## src/rtl/cnt_ctrl_pkg.sv

```systemverilog
// Shared definitions for the timer count-enable generator: divider mode
// encodings and the prescaler terminal-count (limit) calculation.
package cnt_ctrl_pkg;

  localparam logic DIV_MODE_POW2   = 1'b0;
  localparam logic DIV_MODE_LINEAR = 1'b1;

  // Limits are computed at this fixed width; prescaler widths up to 32 bits fit.
  localparam int unsigned LIM_W = 32;

  // POW2 clamps the exponent to the prescaler width, so an oversized divisor
  // saturates at the longest period the counter can express (all ones).
  function automatic logic [LIM_W-1:0] calc_limit(
    input logic             mode,
    input logic [LIM_W-1:0] val,
    input int unsigned      div_w
  );
    logic [LIM_W-1:0] e;
    logic [LIM_W-1:0] lim;
    e   = '0;
    lim = '0;
    if (mode == DIV_MODE_LINEAR) begin
      lim = val;
    end else begin
      e = (val < div_w) ? val : div_w;
      if (e >= LIM_W) begin
        lim = '1;
      end else begin
        lim = (LIM_W'(1) << e) - LIM_W'(1);
      end
    end
    return lim;
  endfunction

endpackage

```

## src/rtl/cnt_ctrl_ch.sv

```systemverilog
// One channel of the count-enable generator: prescaler counter, terminal
// detect, debug-halt freeze with registered acknowledge, and the cnt_en strobe.
module cnt_ctrl_ch
  import cnt_ctrl_pkg::*;
#(
  parameter int DIV_W = 8
) (
  input  logic             i_clk,
  input  logic             i_rst_n,
  input  logic             i_timer_en,
  input  logic             i_div_en,
  input  logic             i_div_mode,
  input  logic [DIV_W-1:0] i_div_val,
  input  logic             i_halt_req,
  input  logic             i_dbg_mode,
  input  logic             i_sync_start,
  output logic             o_cnt_en,
  output logic             o_halt_ack
);

  logic [DIV_W-1:0] r_pcnt;
  logic [DIV_W-1:0] w_pcnt_nxt;
  logic [LIM_W-1:0] w_limit;
  logic             w_halted;
  logic             w_term;
  logic             w_clear;
  logic             r_halt_ack;

  assign w_halted = i_halt_req & i_dbg_mode;
  assign w_limit  = calc_limit(i_div_mode, LIM_W'(i_div_val), DIV_W);

  // '>=' rather than '==': a limit lowered below the running count fires on the
  // next evaluation instead of wrapping all the way round the counter.
  assign w_term   = (LIM_W'(r_pcnt) >= w_limit);
  assign w_clear  = ~i_timer_en | ~i_div_en | i_sync_start;

  // sync_start wins over halt for the clear; the freeze resumes afterwards.
  always_comb begin
    w_pcnt_nxt = r_pcnt;
    if (w_clear) begin
      w_pcnt_nxt = '0;
    end else if (w_halted) begin
      w_pcnt_nxt = r_pcnt;
    end else if (w_term) begin
      w_pcnt_nxt = '0;
    end else begin
      w_pcnt_nxt = r_pcnt + DIV_W'(1);
    end
  end

  always_ff @(posedge i_clk or negedge i_rst_n) begin
    if (!i_rst_n) begin
      r_pcnt     <= '0;
      r_halt_ack <= 1'b0;
    end else begin
      r_pcnt     <= w_pcnt_nxt;
      r_halt_ack <= w_halted;
    end
  end

  assign o_cnt_en   = ~w_halted & ~i_sync_start & i_timer_en & (i_div_en ? w_term : 1'b1);
  assign o_halt_ack = r_halt_ack;

endmodule

```

## src/rtl/cnt_ctrl_mc.sv

```systemverilog
// Multi-channel count-enable generator for the timer block: NUM_CH independent
// prescaler channels sharing only the debug-mode and phase-align restart inputs.
module cnt_ctrl_mc
  import cnt_ctrl_pkg::*;
#(
  parameter int NUM_CH = 4,
  parameter int DIV_W  = 8
) (
  input  logic                    sys_clk,
  input  logic                    sys_rst_n,
  input  logic [NUM_CH-1:0]       timer_en,
  input  logic [NUM_CH-1:0]       div_en,
  input  logic [NUM_CH-1:0]       div_mode,
  input  logic [NUM_CH*DIV_W-1:0] div_val,
  input  logic [NUM_CH-1:0]       halt_req,
  input  logic                    dbg_mode,
  input  logic                    sync_start,
  output logic [NUM_CH-1:0]       cnt_en,
  output logic [NUM_CH-1:0]       halt_ack
);

  for (genvar g = 0; g < NUM_CH; g++) begin : g_ch
    cnt_ctrl_ch #(
      .DIV_W (DIV_W)
    ) u_ch (
      .i_clk        (sys_clk),
      .i_rst_n      (sys_rst_n),
      .i_timer_en   (timer_en[g]),
      .i_div_en     (div_en[g]),
      .i_div_mode   (div_mode[g]),
      .i_div_val    (div_val[g*DIV_W +: DIV_W]),
      .i_halt_req   (halt_req[g]),
      .i_dbg_mode   (dbg_mode),
      .i_sync_start (sync_start),
      .o_cnt_en     (cnt_en[g]),
      .o_halt_ack   (halt_ack[g])
    );
  end

endmodule

```

## config.mk

```make
export PLATFORM = sky130hd
export DESIGN_NAME = cnt_ctrl_mc
export DESIGN_NICKNAME = d
export VERILOG_FILES = /design/src/rtl/cnt_ctrl_pkg.sv /design/src/rtl/cnt_ctrl_ch.sv /design/src/rtl/cnt_ctrl_mc.sv
export SDC_FILE = /design/constraint.sdc
export NUM_CORES = 1
export LEC_CHECK = 0
export BUFFER_PORTS_ARGS = -buffer_cell sky130_fd_sc_hd__clkbuf_2
export CORE_MARGIN = 10
export CORE_UTILIZATION = 52
export DETAILED_ROUTE_END_ITERATION = 8
export PLACE_DENSITY = 0.77
export SYNTH_ARGS = -nofsm -noshare
export SYNTH_HDL_FRONTEND = slang
export SYNTH_SLANG_ARGS = --single-unit
```

## constraint.sdc

```tcl
create_clock -name sys_clk -period 3.75 [get_ports sys_clk]
set_clock_uncertainty 0.05 [all_clocks]
set_input_delay 0.375 -clock sys_clk [delete_from_list [all_inputs] [get_ports sys_clk]]
set_output_delay 0.375 -clock sys_clk [all_outputs]
set_load 0.01 [all_outputs]
```

==> impl_metrics.json <==
{
  "setup_violations": 0,
  "hold_buffers": 0,
  "cts_made_buffers": 5,
  "regToRegStartpoint": "g_ch[1].u_ch.r_pcnt[0]",
  "first_pass_iters": 4,
  "grt_max_degree": 37,
  "grt_usage_pct": 15.3,
  "top_usage_layer": "met2",
  "ant_nets": 0,
  "vias": 3580,
  "critPathLaunchType": "input port",
  "critPathKind": "in -> out",
  "n_fill_cell": 638,
  "hp-class": "in -> async",
  "slew_violations": 0,
  "synth_edf_count": 0,
  "ys_seq_area_share_pct": 24.5,
  "wl_per_cell_um": 14.4,
  "hold_violations": 0,
  "period_needed_ns": 3.53,
  "clk_pin_slew_ns": 0.08,
  "finalNetCount": 598,
  "ios": 60,
  "cts_root_buf": "clkbuf_8",
  "cts_setup_buffers": 0,
  "relSlewSlack_pct": 40.4,
  "met3_usage_pct": 2.66,
  "place_congestion": 0.874,
  "synth-main-ff-cell": "dfrtp_1",
  "antenna_found_initial": 0,
  "netlist_area_mm2": 0.00367,
  "synth_cell_types": 64,
  "drt_iter0_markers": 107,
  "dp.cells": 595,
  "min_period_over_period_pct": 94.1,
  "timing.rr.end": "g_ch[1].u_ch.r_pcnt[7]",
  "final_common_cell": "clkbuf_2",
  "initial_core_util_pct": 53.8,
  "grt_pass1_wl_um": 14700,
  "finalSetupTns_ns": 0,
  "cts_sinks": 36,
  "post-place-ws_ns": 0.0758,
  "clk_path_buf_depth": 2,
  "max_freq_mhz": 283,
  "first_global_vias": 3356,
  "htree_levels": 2,
  "p_per_area_mw_per_mm2": 229,
  "worst_ep_required_time_ns": 3.32,
  "area_growth_pct": 11.8,
  "synth_area_per_cell_um2": 7.95,
  "stdcell_count": 603,
  "antenna_cells": 0,
  "layout-drive-gt1-share_pct": 20.3,
  "grt_overflow_total": 0,
  "fp.dieW_um": 104,
  "drc_errors": 0,
  "wl_um": 8700,
  "syn-num-nets": 554,
  "tritoncts": "built",
  "crit_start": "div_val[6]",
  "core_mm2": 0.00683,
  "peakVddDrop_v": 0.000322,
  "ff2ff_path_depth": 9,
  "placement.io_buffers": 59,
  "status": "completed",
  "arrival_ns": 3.10,
  "ys_seq_elements": 36,
  "final_cell_mix": "clkbuf_2, o21ai_0, nand2_1, ha_1, dfrtp_1",
  "met1_usage_pct": 18.7,
  "die_height_um": 104,
  "reg2reg_slack_ns": 1.51,
  "viasPerCell": 5.94,
  "fin_ws_ns": 0.220,
  "async_flop_share_pct": 100,
  "use_met2_pct": 26.8,
  "die_area_mm2": 0.0108,
  "cp_max_fo": 10,
  "dp_hpwl_um": 6830,
  "tightest_slew_ns": 0.894,
  "cp-end-kind": "output pin",
  "netlist_instances": 462,
  "ctsResizeCount": 0,
  "clock_latency_ns": 0.29,
  "utilization_pct": 60.1,
  "rows": 30,
  "ys_warn_count": 0,
  "p_leak_nw": 1.89,
  "power.total_mw": 0.940,
  "drv_cap": 0
}
per-stage QoR:
stage / cell area, um2 / hold WS (ns)
floorplan: 3670 / 0.0294
CTS: 4060 / 0.180
global route: 4110 / 0.215
finish: 4110 / 0.139
global placement: 3950 / 0.437
detailed placement: 3950 / 0.447
synthesized netlist by cell type (all sizes together), types with 3 or more instances:
cell | instances | area share, %
nor2b | 6 | 1.0
o221ai | 3 | 0.89
nor4 | 4 | 0.85
o2111ai | 6 | 1.4
or3 | 4 | 0.68
nor2 | 31 | 3.3
buf | 20 | 3.7
nor3 | 11 | 1.9
inv | 23 | 2.3
a21oi | 30 | 4.5
o32ai | 3 | 0.72
o211ai | 11 | 2.2
o21a | 4 | 0.82
nand3b | 3 | 0.61
or4 | 4 | 0.82
a221o | 3 | 0.82
ha | 40 | 14
mux2i | 6 | 1.6
a31oi | 21 | 3.7
nand2b | 10 | 1.8
and3 | 16 | 2.7
o311ai | 4 | 0.95
clkbuf | 8 | 1.4
nand4 | 5 | 0.85
nand3 | 30 | 4.2
nor3b | 4 | 0.82
nand2 | 39 | 4.0
dfrtp | 36 | 25
o21ai | 45 | 6.2
and2 | 7 | 1.2
a211oi | 3 | 0.61
or2 | 3 | 0.51
per-layer routing:
layer	share of wire, %	wire length (um)
met1	45	3910
met2	50	4340
met5	0	0
met4	1.2	107
met3	3.9	336
final cells by class:
class	instances	area [um2]	area share [%]
well taps	96	120	2.92
inverters	23	86.3	2.10
clock buffers	5	68.8	1.67
clock inverters	3	42.5	1.04
repair buffers	66	348	8.47
flip-flops and latches	36	901	21.9
multi-input cells	374	2540	61.9
sequential cells by signal, indices dropped and copies added, names as in the netlist:
register,flops
g_ch.u_ch.o_halt_ack,4
g_ch.u_ch.r_pcnt,32
worst max-delay path, stage by stage:
cell and delay (ns):
clkbuf_2 0.12, nor3_4 0.24, nand2_2 0.12, or4_1 0.42, ha_2 0.26, nor4_1 0.24
a21oi_1 0.07, o211ai_1 0.17, o21ai_0 0.13, ha_1 0.20, a211oi_1 0.22, nand2_1 0.10
o221ai_2 0.22, a21oi_1 0.09, clkbuf_2 0.13
how the worst max path moves through the flow:
stage | endpoint | slack, ns | cells past startpoint
after floorplan | cnt_en[0] | 0.19 | 16
after global placement | cnt_en[0] | 0.21 | 15
after detailed placement | g_ch[0].u_ch.r_pcnt[6] | 0.08 | 15
after CTS | cnt_en[0] | 0.1 | 15
after global routing | cnt_en[2] | -0.01 | 15
final | cnt_en[0] | 0.22 | 15
cells by family after synthesis:
logic type	count (synthesis)	share of synthesized area, %
AOI/OAI and AO/OA	146	25.9
adders and majority gates	40	13.6
buffers and inverters	52	7.73
DFF	36	24.5
muxes	7	1.94
and+or+nand+nor	181	26.3
power by group:
group / total (mW) / switching (mW) / internal (mW)
Sequential: 0.410 / 0.0112 / 0.399
Clock: 0.350 / 0.153 / 0.197
Combinational: 0.181 / 0.107 / 0.0735
Note: power is estimated with default switching activity, not from simulation.
